[src/rtl/alu_req_ctrl.sv]
// Request-side controller for alu_core: accepts a request, holds the ALU
// inputs stable, waits out the ALU latency and returns the result with its tag.
module alu_req_ctrl #(
  parameter int DW          = 4,
  parameter int RW          = 8,
  parameter int TAGW        = 4,
  parameter int ALU_LATENCY = 1
) (
  input  logic            clk,
  input  logic            rst_n,
  input  logic            req_valid,
  output logic            req_ready,
  input  logic [DW-1:0]   req_a,
  input  logic [DW-1:0]   req_b,
  input  logic [1:0]      req_op,
  input  logic [TAGW-1:0] req_tag,
  output logic [DW-1:0]   alu_a,
  output logic [DW-1:0]   alu_b,
  output logic [1:0]      alu_op,
  input  logic [RW-1:0]   alu_result,
  output logic            rsp_valid,
  input  logic            rsp_ready,
  output logic [RW-1:0]   rsp_result,
  output logic [TAGW-1:0] rsp_tag,
  output logic            rsp_dz,
  output logic [15:0]     op_count,
  output logic [7:0]      dz_count
);

  localparam int CW = (ALU_LATENCY < 1) ? 1 : $clog2(ALU_LATENCY + 1);

  localparam logic [1:0] S_IDLE = 2'd0;
  localparam logic [1:0] S_WAIT = 2'd1;
  localparam logic [1:0] S_RESP = 2'd2;

  logic [1:0]      state_q, state_d;
  logic [CW-1:0]   cnt_q, cnt_d;
  logic [DW-1:0]   a_q, a_d, b_q, b_d;
  logic [1:0]      op_q, op_d;
  logic [TAGW-1:0] tag_q, tag_d;
  logic [RW-1:0]   rsp_result_q, rsp_result_d;
  logic [TAGW-1:0] rsp_tag_q, rsp_tag_d;
  logic            rsp_dz_q, rsp_dz_d;
  logic [15:0]     op_count_q, op_count_d;
  logic [7:0]      dz_count_q, dz_count_d;

  logic accept;
  logic rsp_hs;

  // In RESP the ready is a pass-through of rsp_ready so a new request lands
  // on the same edge as the response handshake.
  assign req_ready = (state_q == S_IDLE) || ((state_q == S_RESP) && rsp_ready);
  assign rsp_valid = (state_q == S_RESP);
  assign accept    = req_valid && req_ready;
  assign rsp_hs    = rsp_valid && rsp_ready;

  always_comb begin
    // NOTE: every next-state signal gets its hold value first, so no path
    // through this block can leave one unassigned and infer a latch.
    state_d      = state_q;
    cnt_d        = cnt_q;
    a_d          = a_q;
    b_d          = b_q;
    op_d         = op_q;
    tag_d        = tag_q;
    rsp_result_d = rsp_result_q;
    rsp_tag_d    = rsp_tag_q;
    rsp_dz_d     = rsp_dz_q;
    op_count_d   = op_count_q;
    dz_count_d   = dz_count_q;

    case (state_q)
      S_WAIT: begin
        if (cnt_q == '0) begin
          rsp_result_d = alu_result;
          rsp_tag_d    = tag_q;
          // Decoded from the operands: a wrapping subtract can also yield all-ones.
          rsp_dz_d     = (op_q == 2'b11) && (b_q == '0);
          state_d      = S_RESP;
        end else begin
          cnt_d = cnt_q - 1'b1;
        end
      end
      S_RESP: begin
        if (rsp_hs) begin
          op_count_d = op_count_q + 16'd1;
          if (rsp_dz_q && (dz_count_q != 8'hFF)) begin
            dz_count_d = dz_count_q + 8'd1;
          end
          state_d = S_IDLE;
        end
      end
      S_IDLE:  state_d = S_IDLE;
      default: state_d = S_IDLE;
    endcase

    if (accept) begin
      a_d     = req_a;
      b_d     = req_b;
      op_d    = req_op;
      tag_d   = req_tag;
      cnt_d   = CW'(ALU_LATENCY);
      state_d = S_WAIT;
    end
  end

  // NOTE: state registers use non-blocking assignments so every register
  // samples the pre-edge values regardless of statement order.
  always_ff @(posedge clk or negedge rst_n) begin
    if (!rst_n) begin
      state_q      <= S_IDLE;
      cnt_q        <= '0;
      a_q          <= '0;
      b_q          <= '0;
      op_q         <= '0;
      tag_q        <= '0;
      rsp_result_q <= '0;
      rsp_tag_q    <= '0;
      rsp_dz_q     <= 1'b0;
      op_count_q   <= '0;
      dz_count_q   <= '0;
    end else begin
      state_q      <= state_d;
      cnt_q        <= cnt_d;
      a_q          <= a_d;
      b_q          <= b_d;
      op_q         <= op_d;
      tag_q        <= tag_d;
      rsp_result_q <= rsp_result_d;
      rsp_tag_q    <= rsp_tag_d;
      rsp_dz_q     <= rsp_dz_d;
      op_count_q   <= op_count_d;
      dz_count_q   <= dz_count_d;
    end
  end

  assign alu_a      = a_q;
  assign alu_b      = b_q;
  assign alu_op     = op_q;
  assign rsp_result = rsp_result_q;
  assign rsp_tag    = rsp_tag_q;
  assign rsp_dz     = rsp_dz_q;
  assign op_count   = op_count_q;
  assign dz_count   = dz_count_q;

endmodule

[config.mk]
export PLATFORM = sky130hd
export DESIGN_NAME = alu_req_ctrl
export DESIGN_NICKNAME = d
export VERILOG_FILES = /design/src/rtl/alu_req_ctrl.sv
export SDC_FILE = /design/constraint.sdc
export NUM_CORES = 1
export LEC_CHECK = 0
export BUFFER_PORTS_ARGS = -buffer_cell sky130_fd_sc_hd__buf_2
export CORE_MARGIN = 3
export CORE_UTILIZATION = 30
export CTS_BUF_LIST = sky130_fd_sc_hd__clkbuf_8
export DETAILED_ROUTE_END_ITERATION = 8
export SYNTH_ARGS = -nofsm -noshare
export SYNTH_HDL_FRONTEND = slang
export SYNTH_SLANG_ARGS = --single-unit
[constraint.sdc]
create_clock -name clk -period 4.9 [get_ports clk]
set_clock_uncertainty 0.1 [all_clocks]
set_input_delay 0.245 -clock clk [delete_from_list [all_inputs] [get_ports clk]]
set_output_delay 0.245 -clock clk [all_outputs]
set_load 0.05 [all_outputs]
==> results_dict.tcl, run 1 <==
set metrics [dict create \
    outcome "complete, no violations" \
    crit_arrival_ns 1.99 \
    final_cell_mix "buf_2, dfrtp_1, mux2_2, xnor2_1, nand3_1" \
    cts_buffers 5 \
    grt_max_degree 55 \
    fmax_mhz 528 \
    internal-power_w 0.00104 \
    die_w_um 92.4 \
    rr_worst_depth 3 \
    die_area_um2 8540 \
    cts_setup_buffers 0 \
    wl_per_cell_um 13.0 \
    yosys-top-cells-area "dfrtp_1, mux2_2, xnor2_1" \
    maxCapViolations 0 \
    drtAntennaViolNets 0 \
    syn-num-nets 194 \
    track_usage_pct 10.9 \
    clockPowerShare_pct 18.9 \
    core_um2 7020 \
    io_pins 75 \
    maxSlewHeadroom_pct 49.5 \
    path_max_fanout 15 \
    power.share.switching_pct 44.4 \
    clk_latency_ns 0.30 \
    fillCellCount 712 \
    drive_above_1_share_pct 47.4 \
    worst_pin_slew_ns 0.757 \
    syn_to_final_growth_pct 27.5 \
    tns_ns 0 \
    cts_hold_buf 1 \
    mappedNetlistArea_um2 2240 \
    layout_commonest_cell "buf_2" \
    ctsRootBufferMaster "clkbuf_8" \
    power_density_nw_per_um2 653 \
    antenna_cells 0 \
    setup_ws_ns 3.00 \
    postSynthAreaPerCell_um2 13.5 \
    hold_depth 2 \
    grt_pass1_wl_mm 7.57 \
    pre_cts_slack_ns 3.00 \
    routed_via_density 4.54 \
    critical_path_class "flop to flop" \
    io_buffers 74 \
    overflow 0 \
    hp-class "input port to flop" \
    start_util_pct 31.9 \
    post-route-period-util_pct 38.7 \
    p_leak_nw 1.42 \
    synth_top_cell_area_share_pct 60.3 \
    hold_violations 0 \
    cts_tree "built" \
    worst-endpoint-required_ns 4.99 \
    crit_slowest_cell "nor2_2" \
    yosysTopAreaCell "dfrtp_1" \
    start_kind "flop" \
    path_cells "nand2b_1 > nor2_2 > mux2_2" \
    fp.dieH_um 92.4 \
    seqPwrFrac_pct 36.5 \
    first_pass_iters 4 \
    end_kind "flop" \
    ys_ff_latch 54 \
    gp_congestion 0.699 \
    clock_path_buffers 2 \
    cts_sinks 54 \
    yosysUniqueCellTypes 31 \
    placed_cell_area_um2 2710 \
    fin_area_um2 2860 \
    path_clk_slew_ns 0.10 \
    power_frac_comb_pct 44.5 \
    cts_max_level 2 \
    antenna_found_initial 0 \
    total_power_w 0.00187 \
    synth-seq-area-share_pct 60.3 \
    dr_total_vias 1557 \
    cts_resized 0 \
    drv_slew 0 \
    max_stage_delay_ns 0.60 \
    rsz0062_at_grt "false" \
    setup_viol 0 \
    drc 0 \
    ir_drop_mv 0.461 \
    period_needed_ns 1.90 \
    finalNetCount 274 \
    power_switching_w 0.000828 \
    yosysWarnings 0 \
    core.rowCount 30 \
    grt_pass1_vias 1571 \
    wirelength_mm 4.47 \
    synthCells 166 \
    place_hpwl_mm 3.25 \
    drt_iter0_markers 61 \
]
## synth_stat cells, drive strengths merged
cell type  instances
a21oi              4
nand4b             1
nand3             10
mux2              29
a21o               2
a31oi              3
dfrtp             54
and3               2
and4               1
xor2               4
and4b              1
buf                3
nand3b             1
and2               2
nand2              7
xnor2             14
nand4              4
ha                 2
nor2b              2
o21ai              3
nor4               2
nor3               2
o21bai             1
nor2               6
inv                5
nand2b             1
## logic make-up (layout without fill, tap and decap cells)
group	count (synthesis)	in the layout	synth area share, %
compound gates	13	13	3.41
buf+inv	8	89	2.18
flops	54	54	60.3
fa+ha+maj	2	2	1.12
mux	29	29	14.7
simple gates	42	42	11.2
xor+xnor	18	18	7.04
## registers in the layout, summed over array words and instances (netlist names)
register,count
tag_q,4
rsp_dz,1
alu_b,4
rsp_tag,4
rsp_result,8
alu_op,2
dz_count,8
op_count,16
cnt_q,1
state_q,2
alu_a,4
## area by class of cell
type	count	area [µm²]	area share (%)
clock buffers	5	68.8	2.41
clock inverters	3	68.8	2.41
inverters	5	18.8	0.657
multi-input cells	104	840	29.4
flip-flops and latches	54	1350	47.3
well taps	96	120	4.21
repair buffers	76	388	13.6
## critical path: cells and delay by family, from the launching register on
kind	cells	cell delay, ns
DFF	1	0.45
muxes	1	0.41
and+or+nand+nor	2	0.82
## layer usage
metal | part of all wire, % | GRT usage (%) | wire, µm | vias up
met5 | 0 | 0 | 0 | -
met4 | 0.94 | 3.34 | 42 | 0
met3 | 6.6 | 3.57 | 297 | 5
met2 | 47 | 17.5 | 2110 | 49
met1 | 45 | 14.1 | 2020 | 761
li1 | - | - | - | 742
## final timing paths
path / start / endpoint / slack [ns]
min in group asynchronous: rst_n / dz_count[7]$_DFFE_PN0P_ / 0.49
max reg2reg: state_q[1]$_DFFE_PN0P_ / rsp_tag[1]$_DFFE_PN0P_ / 3.00
max in group asynchronous: rst_n / op_count[12]$_DFFE_PN0P_ / 3.73
min reg2reg: op_count[15]$_DFFE_PN0P_ / op_count[15]$_DFFE_PN0P_ / 0.38
min: alu_result[2] / rsp_result[2]$_DFFE_PN0P_ / 0.06
max: state_q[1]$_DFFE_PN0P_ / rsp_tag[1]$_DFFE_PN0P_ / 3.00
## power groups by stage
stage | Sequential, W | Clock [W] | Combinational [W]
global placement | 0.000687 | 0 | 0.000834
finish | 0.000682 | 0.000353 | 0.000831
detailed placement | 0.000692 | 0 | 0.000844
global route | 0.000707 | 0.000388 | 0.000877
floorplan | 0.00107 | 0 | 0.000272
CTS | 0.000684 | 0.000366 | 0.000844
## per-stage QoR
stage          cells  utilization (%)  hold WS (ns)
2_1_floorplan    166                -        -0.151
3_3_place_gp     334             38.6         0.320
3_5_place_dp     334             38.6         0.323
4_1_cts          343             40.7        0.0514
5_1_grt          343             40.7        0.0506
6_report         343             40.7        0.0632
(Power assumes the default switching activity.)
==> inputs of run 2 (changes only) <==
- clock period: 4.9 -> 1.74 ns (I/O delays scaled with it)
==> run 2 against run 1 <==
  * Combinational power increased to 3.0 times the previous value
  * Largest cell class unchanged
  * Critical path type unchanged
  * Final area grew 10%
  * Worst hold slack lost 0.028 ns
  * Critical endpoint is now dz_count[7]$_DFFE_PN0P_
  * Via count grew 6.7%
  * Sequential share of layout area is 4.1 points lower
  * First-iteration DRC count fell by 44%
  * Highest routed layer unchanged
==> results_dict.tcl, run 2 (same netlist as run 1, synthesis figures left out) <==
set metrics [dict create \
    outcome "complete, no violations" \
    crit_arrival_ns 1.73 \
    ir_drop_mv 1.06 \
    overflow 0 \
    rsz0062_at_grt "false" \
    post-route-period-util_pct 94.2 \
    syn_to_final_growth_pct 40.6 \
    drc 0 \
    cts_buffers 5 \
    cts_max_level 2 \
    layout_commonest_cell "buf_2" \
    die_w_um 92.4 \
    final_cells 371 \
    die_area_um2 8540 \
    start_kind "flop" \
    max_stage_delay_ns 0.46 \
    antenna_found_initial 0 \
    wl_per_cell_um 13.0 \
    start_util_pct 31.9 \
    cts_tree "built" \
    drt_iter0_markers 34 \
    drtAntennaViolNets 0 \
    io_pins 75 \
    hp-class "input port to flop" \
    path_cells "and4b_1 > and4_4 > nand3_1 > mux2_4" \
    io_buffers 74 \
    critical_path_class "flop to flop" \
    track_usage_pct 11.7 \
    antenna_cells 0 \
    grt_max_degree 24 \
    dr_total_vias 1662 \
    core_um2 7020 \
    drive_above_1_share_pct 48.0 \
    worst-endpoint-required_ns 1.83 \
    placedCellCount 339 \
    clk_latency_ns 0.30 \
    grt_pass1_vias 1664 \
    crit_slowest_cell "dfrtp_1" \
    place_hpwl_mm 3.37 \
    first_pass_iters 4 \
    end_kind "flop" \
    setup_viol 0 \
    maxSlewHeadroom_pct 66.1 \
    maxCapViolations 0 \
    period_needed_ns 1.64 \
    worst_hold_slack_ns 0.0347 \
    fp.dieH_um 92.4 \
    largest_reg_flops 16 \
    path_clk_slew_ns 0.10 \
    routed_via_density 4.48 \
    final_cell_mix "buf_2, dfrtp_1, dlygate4sd3_1, mux2_2, xnor2_1" \
    hold_violations 0 \
    clock_path_buffers 2 \
    drv_slew 0 \
    grt_pass1_wl_mm 7.98 \
    core.rowCount 30 \
    worst_pin_slew_ns 0.509 \
    power_density_nw_per_um2 1690 \
    cts_sinks 54 \
    ctsRootBufferMaster "clkbuf_8" \
    critical-path-top-delay-family "simple AND/OR/NAND/NOR gates" \
    fmax_mhz 610 \
    gp_congestion 0.696 \
    p_leak_nw 1.55 \
    wirelength_mm 4.81 \
    finalNetCount 302 \
    path_max_fanout 6 \
    path_buf_inv 0 \
]
## run 2: cell count changes in the layout (fill, tap and decap cells not counted), moves of 6 or more
cell | previous run | this run
dlygate4sd3_1 | 1 | 23
dfrtp_1 | 54 | 46
dfrtp_2 | 0 | 8
buf_4 | 1 | 7
mux2_2 | 28 | 22
mux2_4 | 1 | 7
## run 2: final cells by class
class                   count  area, µm²
fillers                   672       3870
clock buffers               5       68.8
repair buffers            104        653
flip-flops and latches     54       1360
inverters                   5       18.8
multi-input cells         104        885
clock inverters             3       41.3
well taps                  96        120
## run 2: worst paths after layout
kind / startpoint / to / slack, ns / cells past startpoint
hold / removal: rsp_ready / op_count[0]$_DFFE_PN0P_ / 0.03 / 3
setup / recovery: state_q[0]$_DFFE_PN0P_ / dz_count[7]$_DFFE_PN0P_ / 0.10 / 4
min in group asynchronous: rst_n / op_count[3]$_DFFE_PN0P_ / 0.17 / 2
hold reg to reg: dz_count[4]$_DFFE_PN0P_ / dz_count[4]$_DFFE_PN0P_ / 0.40 / 1
setup reg to reg: state_q[0]$_DFFE_PN0P_ / dz_count[7]$_DFFE_PN0P_ / 0.10 / 4
max in group asynchronous: rst_n / tag_q[2]$_DFFE_PN0P_ / 0.74 / 3
## run 2: layer usage
metal | global-route usage (%) | part of all wire, %
met4 | 3.34 | 0.85
met2 | 19.0 | 48
met1 | 15.1 | 46
met3 | 3.41 | 5.9
met5 | 0 | 0
## run 2: what timing repair did
action,CTS,global route
endpoints found under the hold margin,43,0
endpoints found under the setup margin,0,1
buffers inserted,0,1
hold buffers,23,0
gates resized for setup,0,1
## run 2: power by group
part | total, W | internal [W] | leakage (nW) | switching, W
Combinational | 0.00250 | 0.000820 | 0.829 | 0.00168
Sequential | 0.00196 | 0.00166 | 0.668 | 0.000300
Clock | 0.000840 | 0.000424 | 0.0556 | 0.000416
Total | 0.00531 | 0.00291 | 1.55 | 0.00240
## run 2: metrics by stage
stage                     power (W)  setup TNS [ns]  utilization, %  setup slack [ns]  instance area, µm²
after floorplan             0.00389          -0.202               -           -0.0495                2290
after global placement      0.00441               0            39.8             0.153                2790
after detailed placement    0.00445               0            39.8            0.0993                2790
after CTS                   0.00534               0            44.6            0.0753                3130
after global routing        0.00560               0            44.8            0.0201                3150
final                       0.00531               0            44.8             0.101                3150
## run 2: worst reg2reg max path, delay by kind of cell, from the launching register on
| family | cells | cell delay [ns] |
|---|---|---|
| flops | 1 | 0.46 |
| mux | 1 | 0.30 |
| simple gates | 3 | 0.67 |
==> inputs of run 3 (changes only) <==
- ABC_AREA: unset -> 1
==> run 3 against run 2 <==
  * Flip-flop and latch count unchanged
  * Via count increased by 34%
  * Worst setup slack better by 0.0070 ns
  * Utilization decreased by 2.0 points
  * Clock power grew 21%
  * Synthesized cell count up 78%
  * Final cell count grew 36%
  * Routed wire length up 20%
  * Largest power group unchanged
==> results_dict.tcl, run 3 <==
set metrics [dict create \
    outcome "complete, no violations" \
    die_area_um2 9490 \
    post-route-period-util_pct 93.8 \
    pre_cts_slack_ns 0.169 \
    multi_input_comb_area_um2 1020 \
    synth-seq-area-share_pct 53.9 \
    synth.most_common_cell "nand2_1" \
    first_pass_iters 4 \
    period_needed_ns 1.63 \
    setup_ws_ns 0.108 \
    core_um2 7930 \
    path_clk_slew_ns 0.10 \
    clk_latency_ns 0.30 \
    rsz0062_at_grt "false" \
    core.rowCount 32 \
    path_cells "inv_1 > nand3_4 > o21ai_2 > buf_6" \
    cts_tree "built" \
    fin_util_pct 42.9 \
    syn_to_final_growth_pct 35.5 \
    setup_viol 0 \
    worst-endpoint-required_ns 1.55 \
    grt_max_degree 35 \
    r2r_slack_ns 0.16 \
    drtAntennaViolNets 0 \
    postSynthAreaPerCell_um2 8.50 \
    crit_slowest_cell "dfrtp_1" \
    async_flop_share_pct 100 \
    yosys-top-cells-area "dfrtp_1, nand2_1, nor2_1" \
    cts_setup_buffers 0 \
    final_cell_mix "nand2_1, buf_2, dfrtp_1, nor2_1, dlygate4sd3_1" \
    cts_sinks 54 \
    wl_met3_um 293 \
    met1_length_mm 2.66 \
    seqPwrFrac_pct 35.1 \
    grt_pass1_vias 2195 \
    fmax_mhz 613 \
    layout_commonest_cell "nand2_1" \
    worst_pin_slew_ns 0.512 \
    mappedNetlistArea_um2 2510 \
    fp.dieH_um 97.4 \
    synth_edf_count 0 \
    cts_buffers 5 \
    r2r_start "state_q[0]$_DFFE_PN0P_" \
    rr_worst_depth 6 \
    start_kind "flop" \
    cts_max_level 2 \
    internal-power_w 0.00288 \
    rr_endpoint "alu_op[0]$_DFFE_PN0P_" \
    power_density_nw_per_um2 1620 \
    drc 0 \
    critical-path-top-delay-family "flip-flops" \
    power_switching_w 0.00264 \
    syn-num-nets 323 \
    yosysWarnings 0 \
    maxCapViolations 0 \
    clock_path_buffers 2 \
    finalNetCount 428 \
    ys_ff_latch 54 \
    maxSlewHeadroom_pct 65.8 \
    io_buffers 74 \
    io_pins 75 \
    yosysTopAreaCell "dfrtp_1" \
    hp-class "input port to asynchronous set/reset pin" \
    antenna_found_initial 0 \
    power_frac_comb_pct 46.4 \
    ys.flop_type "dfrtp_1" \
    path_buf_inv 2 \
    track_usage_pct 12.6 \
    place_hpwl_mm 4.17 \
    drv_slew 0 \
    wirelength_mm 5.75 \
    gp_congestion 0.860 \
    antenna_cells 0 \
    clockPowerShare_pct 18.5 \
    max_stage_delay_ns 0.40 \
    ctsRootBufferMaster "clkbuf_8" \
    ir_drop_mv 1.05 \
    topRoutingLayerUsed "met4" \
    regArea_um2 1350 \
    yosysUniqueCellTypes 24 \
    largest_reg_flops 16 \
    crit_arrival_ns 1.44 \
    overflow 0 \
    path_max_fanout 9 \
    dr_total_vias 2227 \
    end_kind "primary output" \
    hold_violations 0 \
    drive_above_1_share_pct 24.9 \
    start_util_pct 31.6 \
    drt_iter0_markers 73 \
    synth_top_cell_area_share_pct 53.9 \
    tns_ns 0 \
    grt_pass1_wl_mm 10.1 \
    die_w_um 97.4 \
    wl_per_cell_um 11.4 \
    power.share.switching_pct 47.8 \
    routed_via_density 4.43 \
    wl_met2_mm 2.76 \
    synthTopCellsByCount "nand2_1, dfrtp_1, nor2_1" \
    critical_path_class "flop to primary output" \
    synthCells 295 \
    p_leak_nw 1.80 \
    fillCellCount 809 \
]
## run 3: changes by cell type in the layout (fill, tap and decap cells not counted), moves of 5 or more
| cell | change |
|---|---|
| nand2_1 | +109 |
| mux2_4 | -7 |
| nor2_1 | +25 |
| dfrtp_2 | -6 |
| a21oi_1 | +5 |
| dfrtp_1 | +6 |
| inv_1 | +17 |
| o21ai_0 | +10 |
| buf_4 | -6 |
| mux2_2 | -22 |
| nand3b_1 | +6 |
| xnor2_1 | -8 |
## run 3: power by group through the flow
stage          Sequential (W)  Clock (W)  Combinational, W
6_report              0.00193    0.00102           0.00256
5_1_grt               0.00200    0.00109           0.00278
4_1_cts               0.00194    0.00105           0.00257
3_5_place_dp          0.00196          0           0.00252
3_3_place_gp          0.00194          0           0.00249
2_1_floorplan         0.00301          0          0.000879
## run 3: timing repair
| item | CTS | global route |
|---|---|---|
| pin swaps | 0 | 1 |
| setup endpoints to repair | 1 | 3 |
| hold endpoints to repair | 43 | 0 |
| gates resized for setup | 1 | 2 |
| hold buffers | 25 | 0 |
## run 3: worst max-delay path by stage
| stage | startpoint | end | slack [ns] | cells after the start |
|---|---|---|---|---|
| final | state_q[0]$_DFFE_PN0P_ | req_ready | 0.11 | 4 |
| after global routing | state_q[0]$_DFFE_PN0P_ | req_ready | 0.009 | 4 |
| after CTS | state_q[0]$_DFFE_PN0P_ | req_ready | 0.06 | 4 |
| after detailed placement | state_q[0]$_DFFE_PN0P_ | op_count[9]$_DFFE_PN0P_ | 0.17 | 6 |
| after global placement | state_q[0]$_DFFE_PN0P_ | tag_q[3]$_DFFE_PN0P_ | 0.23 | 6 |
| after floorplan | op_count[1]$_DFFE_PN0P_ | op_count[10]$_DFFE_PN0P_ | 0.003 | 8 |
## run 3: per-stage QoR
step | instances | hold WS [ns] | total power, W | area [µm²]
after detailed placement | 470 | -0.00851 | 0.00448 | 3000
after global routing | 503 | 0.210 | 0.00586 | 3400
after floorplan | 295 | -0.309 | 0.00389 | 2510
final | 503 | 0.178 | 0.00551 | 3400
after CTS | 503 | 0.189 | 0.00556 | 3390
after global placement | 470 | -0.0118 | 0.00444 | 3000
## run 3: layout make-up
| type | count | share of cell area, % |
|---|---|---|
| clock buffers | 6 | 2.43 |
| repair buffers | 101 | 19.3 |
| multi-input cells | 212 | 30.1 |
| well taps | 102 | 3.76 |
| inverters | 26 | 2.87 |
| flip-flops and latches | 54 | 39.8 |
| clock inverters | 2 | 1.77 |
## run 3: worst register-to-register path, stage by stage (launching register included)
cell and delay (ns):
dfrtp_1 0.40, inv_1 0.13, nand3_4 0.16, o21ai_2 0.23
nand2_4 0.24, nor2_1 0.15, a21oi_1 0.05
## run 3: kinds of logic (layout without fill, tap and decap cells)
group | after synthesis | after routing | share of synthesized area (%)
AOI/OAI and AO/OA | 23 | 23 | 5.04
xor gates and xnor gates | 12 | 12 | 4.19
adders and majority gates | 2 | 2 | 0.998
buffers and inverters | 29 | 135 | 5.44
DFF | 54 | 54 | 53.9
and+or+nand+nor | 175 | 175 | 30.4
## run 3: per-layer routing
layer / vias up / GRT usage (%)
met1: 1034 / 16.6
met5: - / 0
met2: 57 / 21.2
met4: 0 / 3.19
li1: 1131 / -
met3: 5 / 2.80
